## src/rtl/tsmac_txbuf_pkg.sv

```systemverilog
// rtl/tsmac_txbuf_pkg.sv - shared types and helpers for the TSMAC transmit buffer reader
//
// Contents:
//   state_t       reader control states (IDLE / READ / DRAIN)
//   beat_flags_t  framing flags carried with every skid entry
//   skid_depth()  skid FIFO depth needed to hide a given RAM read latency

package tsmac_txbuf_pkg;

   typedef enum logic [1:0] {
      ST_IDLE  = 2'd0,
      ST_READ  = 2'd1,
      ST_DRAIN = 2'd2
   } state_t;

   // A skid entry is {data, flags}. The data field is sized by the top-level
   // DATA_WIDTH parameter, so only the fixed-width flags live here as a type.
   typedef struct packed {
      logic sop;
      logic eop;
   } beat_flags_t;

   localparam int FLAG_BITS = $bits(beat_flags_t);

   // One slot per cycle of read latency plus two: one for the registered
   // output beat and one so a pop and a new issue can overlap without a bubble.
   function automatic int skid_depth(input int rd_latency);
      return rd_latency + 2;
   endfunction

endpackage

```

## src/rtl/tsmac_skid_fifo.sv

```systemverilog
// rtl/tsmac_skid_fifo.sv - small synchronous FIFO with registered output and occupancy count
//
// Ports:
//   clk, rst_n   clock, asynchronous active-low reset
//   push         write push_data this cycle
//   push_data    entry to store
//   pop          consume the head entry (ignored when empty)
//   head         current head entry, forced to 0 when empty
//   valid        FIFO holds at least one entry
//   count        number of stored entries

module tsmac_skid_fifo #(
   parameter int  WIDTH = 10,
   parameter int  DEPTH = 3,
   localparam int CW    = $clog2(DEPTH + 1),
   localparam int IW    = $clog2(DEPTH)
) (
   input  logic             clk,
   input  logic             rst_n,
   input  logic             push,
   input  logic [WIDTH-1:0] push_data,
   input  logic             pop,
   output logic [WIDTH-1:0] head,
   output logic             valid,
   output logic [CW-1:0]    count
);

   logic [WIDTH-1:0] mem [DEPTH];
   logic [IW-1:0]    wr_idx;
   logic [IW-1:0]    rd_idx;
   logic             do_pop;

   function automatic logic [IW-1:0] next_idx(input logic [IW-1:0] idx);
      return (idx == IW'(DEPTH - 1)) ? '0 : idx + 1'b1;
   endfunction

   assign valid  = (count != '0);
   assign do_pop = pop && valid;
   assign head   = valid ? mem[rd_idx] : '0;

   always_ff @(posedge clk or negedge rst_n) begin
      if (!rst_n) begin
         wr_idx <= '0;
         rd_idx <= '0;
         count  <= '0;
      end else begin
         if (push)
            wr_idx <= next_idx(wr_idx);
         if (do_pop)
            rd_idx <= next_idx(rd_idx);
         // Push and pop together leave the count unchanged.
         case ({push, do_pop})
            2'b10:   count <= count + 1'b1;
            2'b01:   count <= count - 1'b1;
            default: count <= count;
         endcase
      end
   end

   // Storage needs no reset: head is masked while the FIFO is empty.
   always_ff @(posedge clk) begin
      if (push)
         mem[wr_idx] <= push_data;
   end

endmodule

```

## src/rtl/tsmac_txbuf_reader.sv

```systemverilog
// rtl/tsmac_txbuf_reader.sv - read side of the TSMAC TX frame buffer, streams frames to the MAC
//
// Ports:
//   clk, rst_n                  clock, asynchronous active-low reset
//   desc_valid/desc_len/desc_ready   frame length descriptors from the writer
//   ram_addr, ram_ce, ram_q     RAM port B read interface (RD_LATENCY cycles)
//   tx_data/tx_valid/tx_sop/tx_eop/tx_ready   byte stream to the MAC
//   free_ptr                    start of the oldest unsent frame, for the writer
//   frame_done                  one-cycle pulse after a frame's last beat is taken

module tsmac_txbuf_reader
   import tsmac_txbuf_pkg::*;
#(
   parameter int ADDR_WIDTH = 11,
   parameter int DATA_WIDTH = 8,
   parameter int RD_LATENCY = 1
) (
   input  logic                  clk,
   input  logic                  rst_n,
   input  logic                  desc_valid,
   input  logic [ADDR_WIDTH:0]   desc_len,
   output logic                  desc_ready,
   output logic [ADDR_WIDTH-1:0] ram_addr,
   output logic                  ram_ce,
   input  logic [DATA_WIDTH-1:0] ram_q,
   output logic [DATA_WIDTH-1:0] tx_data,
   output logic                  tx_valid,
   output logic                  tx_sop,
   output logic                  tx_eop,
   input  logic                  tx_ready,
   output logic [ADDR_WIDTH-1:0] free_ptr,
   output logic                  frame_done
);

   localparam int DEPTH = skid_depth(RD_LATENCY);
   localparam int CW    = $clog2(DEPTH + 1);
   localparam int EW    = DATA_WIDTH + FLAG_BITS;

   state_t                state;
   state_t                state_nxt;
   logic [ADDR_WIDTH-1:0] rd_ptr;
   logic [ADDR_WIDTH:0]   remaining;
   logic                  first;
   logic                  run;
   logic [RD_LATENCY-1:0] ce_pipe;
   logic [RD_LATENCY-1:0] sop_pipe;
   logic [RD_LATENCY-1:0] eop_pipe;
   logic                  issue;
   logic                  desc_fire;
   logic                  pop;
   logic                  push;
   logic                  credit_ok;
   logic [CW-1:0]         skid_count;
   logic [CW:0]           occupancy;
   logic [EW-1:0]         push_data;
   logic [EW-1:0]         head;
   beat_flags_t           push_flags;
   beat_flags_t           head_flags;

   assign desc_fire = desc_valid && desc_ready;
   assign pop       = tx_valid && tx_ready;
   assign ram_ce    = issue;
   assign ram_addr  = rd_ptr;

   // Every issued read owns a skid slot from issue until its beat is popped,
   // so skid occupancy plus reads still in the RAM pipe can never exceed DEPTH.
   always_comb begin
      occupancy = {1'b0, skid_count};
      for (int i = 0; i < RD_LATENCY; i++)
         occupancy = occupancy + (CW + 1)'(ce_pipe[i]);
      occupancy = occupancy - (CW + 1)'(pop);
   end

   assign credit_ok = (occupancy < (CW + 1)'(DEPTH));

   always_comb begin
      state_nxt  = state;
      issue      = 1'b0;
      desc_ready = 1'b0;
      case (state)
         ST_IDLE: begin
            // run holds desc_ready low for the first cycle after reset release.
            desc_ready = run;
            if (desc_valid && run && (desc_len != '0))
               state_nxt = ST_READ;
         end
         ST_READ: begin
            issue = (remaining != '0) && credit_ok;
            if (issue && (remaining == (ADDR_WIDTH + 1)'(1)))
               state_nxt = ST_DRAIN;
         end
         ST_DRAIN: begin
            if (pop && tx_eop)
               state_nxt = ST_IDLE;
         end
         default: state_nxt = ST_IDLE;
      endcase
   end

   always_ff @(posedge clk or negedge rst_n) begin
      if (!rst_n) begin
         state      <= ST_IDLE;
         run        <= 1'b0;
         rd_ptr     <= '0;
         remaining  <= '0;
         first      <= 1'b0;
         free_ptr   <= '0;
         frame_done <= 1'b0;
         ce_pipe    <= '0;
         sop_pipe   <= '0;
         eop_pipe   <= '0;
      end else begin
         state      <= state_nxt;
         run        <= 1'b1;
         frame_done <= 1'b0;
         if (desc_fire) begin
            remaining <= desc_len;
            first     <= 1'b1;
         end
         if (issue) begin
            rd_ptr    <= rd_ptr + 1'b1;
            remaining <= remaining - 1'b1;
            first     <= 1'b0;
         end
         if ((state == ST_DRAIN) && pop && tx_eop) begin
            frame_done <= 1'b1;
            free_ptr   <= rd_ptr;
         end
         // Framing flags travel alongside the read so they meet ram_q on push.
         ce_pipe[0]  <= issue;
         sop_pipe[0] <= issue && first;
         eop_pipe[0] <= issue && (remaining == (ADDR_WIDTH + 1)'(1));
         for (int i = 1; i < RD_LATENCY; i++) begin
            ce_pipe[i]  <= ce_pipe[i-1];
            sop_pipe[i] <= sop_pipe[i-1];
            eop_pipe[i] <= eop_pipe[i-1];
         end
      end
   end

   assign push           = ce_pipe[RD_LATENCY-1];
   assign push_flags.sop = sop_pipe[RD_LATENCY-1];
   assign push_flags.eop = eop_pipe[RD_LATENCY-1];
   assign push_data      = {ram_q, push_flags};

   tsmac_skid_fifo #(
      .WIDTH (EW),
      .DEPTH (DEPTH)
   ) u_skid (
      .clk       (clk),
      .rst_n     (rst_n),
      .push      (push),
      .push_data (push_data),
      .pop       (pop),
      .head      (head),
      .valid     (tx_valid),
      .count     (skid_count)
   );

   assign tx_data    = head[EW-1:FLAG_BITS];
   assign head_flags = head[FLAG_BITS-1:0];
   assign tx_sop     = head_flags.sop;
   assign tx_eop     = head_flags.eop;

endmodule
```

## config.mk

```make
export PLATFORM = sky130hd
export DESIGN_NAME = tsmac_txbuf_reader
export DESIGN_NICKNAME = d
export VERILOG_FILES = /design/src/rtl/tsmac_txbuf_pkg.sv /design/src/rtl/tsmac_skid_fifo.sv /design/src/rtl/tsmac_txbuf_reader.sv
export SDC_FILE = /design/constraint.sdc
export NUM_CORES = 1
export LEC_CHECK = 0
export BUFFER_PORTS_ARGS = -buffer_cell sky130_fd_sc_hd__buf_2
export CAP_MARGIN = 10
export CORE_MARGIN = 2
export CORE_UTILIZATION = 56
export DETAILED_ROUTE_END_ITERATION = 7
export GPL_ROUTABILITY_DRIVEN = 0
export HOLD_SLACK_MARGIN = 0.05
export PLACE_DENSITY = 0.86
export SKIP_LAST_GASP = 1
export SYNTH_ARGS = -nofsm -noshare
export SYNTH_HDL_FRONTEND = slang
export SYNTH_SLANG_ARGS = --single-unit
```

## constraint.sdc

```tcl
create_clock -name clk -period 3.85 [get_ports clk]
set_clock_uncertainty 0.05 [all_clocks]
set_input_delay 0.5775 -clock clk [delete_from_list [all_inputs] [get_ports clk]]
set_output_delay 0.5775 -clock clk [all_outputs]
set_load 0.03 [all_outputs]
```

# ---- After elaboration in Yosys (flattened, before gate mapping)
# Memory sizes are Yosys's and may differ from the RTL's.
# Index checks and enable logic that the tools add are counted.
dict set report op_classes {
  n_eq_ne 10
  muxes 17
  magnitude_cmp 1
  reduce_logical 19
  n_bitwise 0
  shifts 0
  n_addsub 8
  div_mod_pow 0
  n_mul 0
}
# cell count
set ops {}
lappend ops {{2-to-1 mux 12 bit} 2}
lappend ops {{nonzero test 12 bit} 2}
lappend ops {{equality test 12 x 1 -> 1 bit (second input constant)} 1}
lappend ops {{logical AND 1 bit} 12}
lappend ops {{subtractor 12 x 1 -> 12 bit (second input constant)} 1}
lappend ops {{adder 11 x 1 -> 11 bit (second input constant)} 1}
lappend ops {{2-to-1 mux 10 bit} 1}
lappend ops {{2-to-1 mux 2 bit} 5}
lappend ops {{equality test 2 bit (second input constant)} 4}
lappend ops {{2-to-1 mux 1 bit} 7}
lappend ops {{adder 2 x 1 -> 2 bit (second input constant)} 3}
lappend ops {{inequality test 2 bit (second input constant)} 3}
lappend ops {{one-hot mux 2 bit (3 select lines)} 1}
lappend ops {{nonzero test 2 bit} 3}
lappend ops {{equality test 2 x 1 -> 1 bit (second input constant)} 2}
lappend ops {{one-hot mux 2 bit (2 select lines)} 1}
lappend ops {{adder 2 x 1 -> 3 bit} 1}
lappend ops {{less-than comparator 3 x 2 -> 1 bit (second input constant)} 1}
lappend ops {{AND reduction 3 bit} 1}
lappend ops {{subtractor 3 x 1 -> 3 bit} 1}
lappend ops {{logical NOT 2 bit} 1}
lappend ops {{subtractor 2 x 1 -> 2 bit (second input constant)} 1}
dict set report totals {
  romBits 0
  regBits 48
  mem_bits_rw 30
  wordCells 69
  out_inout_bits 36
  latchBits 0
  mem_count 1
}
# memory words width rd rd_ports_with_merged_regs write_ports line
set memory_table {}
lappend memory_table {u_skid.mem 3 10 1 0 1 tsmac_skid_fifo.sv:28} ;# logic [WIDTH-1:0] mem [DEPTH];

# ---- Depth between registers and ports, before layout
dict set report logic_depth {
  ltp_word 8
  depth_mapped 12
  depth_no_buf 12
}

# ---- Hierarchy
# Synthesis repeated with hierarchy kept, for this count alone.
dict set report unflattened {
  cells_unflattened 270
  hier_area_um2 3504.6
}
# module n_inst cells_each area_each_um2 seq_area_each_um2
set by_module_without_submodules {}
lappend by_module_without_submodules {tsmac_txbuf_reader 1 180 2026.9 1051.0}
lappend by_module_without_submodules {tsmac_skid_fifo 1 90 1477.7 1051.0}

# ---- Worst setup path after synthesis
# Ideal clock, no wire load.
dict set report synth_path {
  path_type {input-to-output}
  startpoint {in tx_ready}
  endpoint {out ram_ce}
  stages 11
  path_buffers 0
  t_required_ns 3.222
  setup_slack_ns 0.828
  t_arrival_ns 2.395
  path_cell_list {o21ai_1 inv_1 ha_1 inv_1 ha_1 inv_1 fa_1 xor2_1 nor3_1 nand2_1 inv_2}
}
dict set report synth_via {
  elab_chain_len 5
}
# element line
set synth_lines {}
lappend synth_lines {{start, declared} tsmac_txbuf_reader.sv:30} ;# input logic tx_ready,
lappend synth_lines {{logical AND 1 bit} tsmac_txbuf_reader.sv:61} ;# assign pop = tx_valid && tx_ready;
lappend synth_lines {{subtractor 3 x 1 -> 3 bit} tsmac_txbuf_reader.sv:71} ;# occupancy = occupancy - (CW + 1)'(pop);
lappend synth_lines {{less-than comparator 3 x 2 -> 1 bit} tsmac_txbuf_reader.sv:74} ;# assign credit_ok = (occupancy < (CW + 1)'(DEPTH));
lappend synth_lines {{logical AND 1 bit} tsmac_txbuf_reader.sv:88} ;# issue = (remaining != '0) && credit_ok;
lappend synth_lines {{2-to-1 mux 1 bit} tsmac_txbuf_reader.sv:80} ;# case (state)
lappend synth_lines {{end, declared} tsmac_txbuf_reader.sv:24} ;# output logic ram_ce,
# Every way passes these cells.

# ---- Worst setup path after layout
dict set report layout_path {
  startpoint {reg u_skid.count[1]}
  endpoint {out ram_ce}
}
dict set report layout_via {
  elab_chain_len 6
  elab_cells_between_ends 7
  classes_between {2 x add/sub; 1 x order compare; 1 x mux; 3 x reduce/logical}
}
# element line
set layout_lines {}
lappend layout_lines {{start, declared} tsmac_skid_fifo.sv:25} ;# output logic [CW-1:0] count
lappend layout_lines {{start signal, assigned} tsmac_skid_fifo.sv:53} ;# 2'b10: count <= count + 1'b1;
lappend layout_lines {{start signal, assigned} tsmac_skid_fifo.sv:54} ;# 2'b01: count <= count - 1'b1;
lappend layout_lines {{start signal, assigned} tsmac_skid_fifo.sv:55} ;# default: count <= count;
lappend layout_lines {{parallel branches: the longest is 2 deep, another holds adder 2 x 1 -> 3 bit} --}
lappend layout_lines {{subtractor 3 x 1 -> 3 bit *} tsmac_txbuf_reader.sv:71}
lappend layout_lines {{less-than comparator 3 x 2 -> 1 bit *} tsmac_txbuf_reader.sv:74}
lappend layout_lines {{logical AND 1 bit *} tsmac_txbuf_reader.sv:88}
lappend layout_lines {{2-to-1 mux 1 bit *} tsmac_txbuf_reader.sv:80}
# Every way passes the cells marked *.

==> results.json <==
{
  "status": "completed",
  "cp_max_fo": 5,
  "finalMaxSlewViolations": 0,
  "hold_path_class": "in2async",
  "tritoncts": "done",
  "syn_to_final_growth_pct": 15.1,
  "dpl.cell_count": 427,
  "instances_no_fill": 443,
  "io_buffers": 59,
  "grt_pass1_wl_um": 12300,
  "rsz0062_at_grt": "false",
  "drtIter0Drc": 124,
  "vias": 2570,
  "synth_cell_types": 53,
  "coreArea_sq_mm": 0.00628,
  "dr.pass1.iters": 4,
  "synthArstFlopShare": 0.615,
  "wire_per_inst_um": 16.8,
  "synth-seq-cells": 78,
  "p_per_area_mw_per_mm2": 801,
  "clock_latency_ps": 350,
  "crit_chain": "o21ai_2 > inv_1 > ha_1 > inv_1 > ha_1 > inv_1 > fa_1 > xor2_1 > nor3_2 > nand2_1 > inv_2 > buf_2",
  "setup_ws_ps": 274,
  "layout-drive-gt1-share": 0.260,
  "dp_hpwl_um": 5150,
  "io_pins": 60,
  "critPathTopFamily": "adder cells",
  "htree_levels": 3,
  "synth_cells": 298,
  "drc": 0,
  "p_switching_mw": 1.47,
  "synthFlopType": "dfrtp_1",
  "p_int_mw": 1.84,
  "ctsHoldBuffers": 0,
  "ant_nets": 0,
  "worst_setup_path_start_kind": "flop",
  "leakagePower_nw": 1.91,
  "finish.utilization": 0.658,
  "die_h_um": 84.0,
  "grt_max_degree": 49,
  "grt.total_usage": 0.222,
  "max-clock-path-buffers": 2,
  "power_switching_share": 0.444,
  "synth_area_leaders": "dfrtp_1 (33%), edfxtp_1 (25%), mux2i_1 (3.9%), mux2_4 (3.8%), nor2_1 (3.6%)",
  "drv_cap": 0,
  "max_slew_margin": 0.279,
  "first_global_vias": 2618,
  "period_share": 0.929,
  "die-area_sq_mm": 0.00706,
  "synth_edf_count": 30,
  "crit_path_end_kind": "primary output",
  "synth_top_area_cell": "dfrtp_1",
  "wl_um": 7450,
  "reg2reg_from": "u_skid.count[1]",
  "netlist_area_sq_mm": 0.00359,
  "timing.fmax_mhz": 280,
  "ys_seq_area_frac": 0.586,
  "cp.arrival_ps": 2950,
  "whs_ps": 370,
  "rows": 29,
  "synth_area_per_cell_sq_um": 12.0,
  "cp-startpoint": "u_skid.count[1]",
  "clock_tree.root_cell": "clkbuf_8",
  "grt_overflow_total": 0,
  "crit_top_cell": "inv_1",
  "clk_pin_slew_worst_paths_ps": 80,
  "cp_num_buf_inv": 5,
  "pwr-share-clk": 0.158,
  "irDropWorstVdd_uv": 431,
  "yosysWarnings": 0,
  "synthesis.nets": 329,
  "fin_tns_setup_ps": 0,
  "preCtsSetupSlack_ps": 451,
  "n_antenna_cell": 0,
  "fin_crit_ps": 3580,
  "pwr-share-seq": 0.400,
  "final-setup-viol-count": 0,
  "cts_num_sinks": 78,
  "start_util": 0.571,
  "crit_slowest_cell": "dfrtp_1",
  "fin_nets": 392,
  "hold_viol": 0,
  "numCtsBuffers": 9,
  "antenna_found_initial": 0,
  "max_stage_delay_ps": 470,
  "vias_per_cell": 5.80,
  "p_comb_frac": 0.441,
  "required_ps": 3220,
  "max_slew.worst_pin.slew_ps": 1080,
  "synth.top_cell.area_share": 0.335,
  "worstSetupPathType": "reg2out",
  "die_x_um": 84.0
}
stage by stage:
| step | instance area (sq um) | power, mW |
|---|---|---|
| after floorplan | 3590 | 2.36 |
| after global placement | 3960 | 2.70 |
| after detailed placement | 3960 | 2.79 |
| after CTS | 4120 | 3.32 |
| after global routing | 4130 | 3.53 |
| final | 4130 | 3.31 |
registers in the layout, summed over array words and instances (netlist names):
signal and cells:
u_skid.rd_idx 2, state 2, first 1, sop_pipe 1
u_skid.wr_idx 2, eop_pipe 1, ce_pipe 1, remaining 12
u_skid.mem 30, frame_done 1, run 1, ram_addr 11
free_ptr 11, u_skid.count 2
cell usage after synthesis (all sizes together), types with 2 or more instances:
cell type and count:
a21boi 2, and3 4, mux2 13, and2 2
xor2 4, a21o 3, o311ai 3, nor2 34
ha 6, clkbuf 8, nor3 9, nor3b 3
xnor2 11, nor4 5, a221o 2, a21oi 9
a31oi 2, o21ai 5, nand2 13, dfrtp 48
inv 15, nor2b 3, mux2i 14, a211oi 3
or3 4, and4 2, nand4 10, edfxtp 30
buf 3, nand3 11
cell type report:
type                    count  area, sq um
repair buffers             63          325
fillers                   495         2150
multi-input cells         194         1390
inverters                  15         56.3
clock inverters             5         28.8
flip-flops and latches     78         2100
clock buffers              11          131
well taps                  77         96.3
per-layer routing:
layer,vias to the layer above,track usage,part of all wire
li1,1209,-,-
met1,1245,0.277,0.41
met2,99,0.382,0.52
met3,17,0.0346,0.051
met4,0,0.0938,0.019
met5,-,0,0
placed cells by master (no fill, tap or decap), types with 3 or more instances in the layout:
cell type / netlist / layout
ha_1: 6 / 6
nand4_1: 10 / 10
or3_1: 3 / 3
xor2_1: 4 / 4
a21o_1: 3 / 3
dfrtp_1: 48 / 48
nand2_1: 13 / 13
o21ai_1: 5 / 4
nor2_1: 34 / 34
a211oi_1: 3 / 3
mux2i_1: 14 / 14
nand3_1: 11 / 11
nor4_1: 5 / 5
o311ai_1: 3 / 3
xnor2_1: 11 / 11
buf_2: 0 / 59
edfxtp_1: 30 / 30
clkbuf_8: 0 / 9
buf_4: 0 / 4
and3_1: 4 / 4
nor3_1: 9 / 8
a21oi_1: 9 / 9
clkinv_2: 0 / 4
inv_1: 13 / 13
mux2_4: 9 / 9
nor2b_1: 3 / 3
mux2_1: 3 / 3
power by group through the flow:
stage	sequential, mW	clock, mW	combinational [mW]
global route	1.36	0.564	1.61
floorplan	1.31	0	1.06
finish	1.32	0.524	1.46
detailed placement	1.34	0	1.45
global placement	1.32	0	1.38
CTS	1.32	0.533	1.46
worst register-to-register path, cell delays in order (launching register included):
cell,delay (ps)
dfrtp_1,470
o21ai_2,240
inv_1,80
ha_1,280
inv_1,60
ha_1,130
inv_1,50
fa_1,370
xor2_1,190
or3_1,540
o41ai_1,450
a31o_1,150
cells by family (layout without fill, tap and decap cells):
group / after synthesis / in the layout / share of synthesized area
multiplexers: 27 / 27 / 0.0893
XOR/XNOR: 15 / 15 / 0.0366
AO/OA/AOI/OAI: 39 / 39 / 0.0789
flip-flops: 78 / 78 / 0.586
AND/OR/NAND/NOR: 105 / 105 / 0.152
adder cells (fa/ha/maj): 7 / 7 / 0.0265
other: 1 / 1 / 0.00105
buffers and inverters: 26 / 94 / 0.0293
what timing repair did:
| action | 4_1_cts | 5_1_grt |
|---|---|---|
| setup buffers | 0 | 0 |
| endpoints found under the setup margin | 0 | 1 |
| resized for setup | 0 | 1 |
worst paths after layout:
path,cells after the start,slack [ps],to
setup / recovery,12,270,ram_ce
min in group clk,1,380,u_skid.mem[0][4]
max in group asynchronous,1,2710,remaining[2]
hold reg to reg,0,430,u_skid.mem[2][0]
setup reg to reg,11,710,remaining[4]
hold / removal,1,370,remaining[10]
Note: power is estimated with default switching activity, not from simulation.
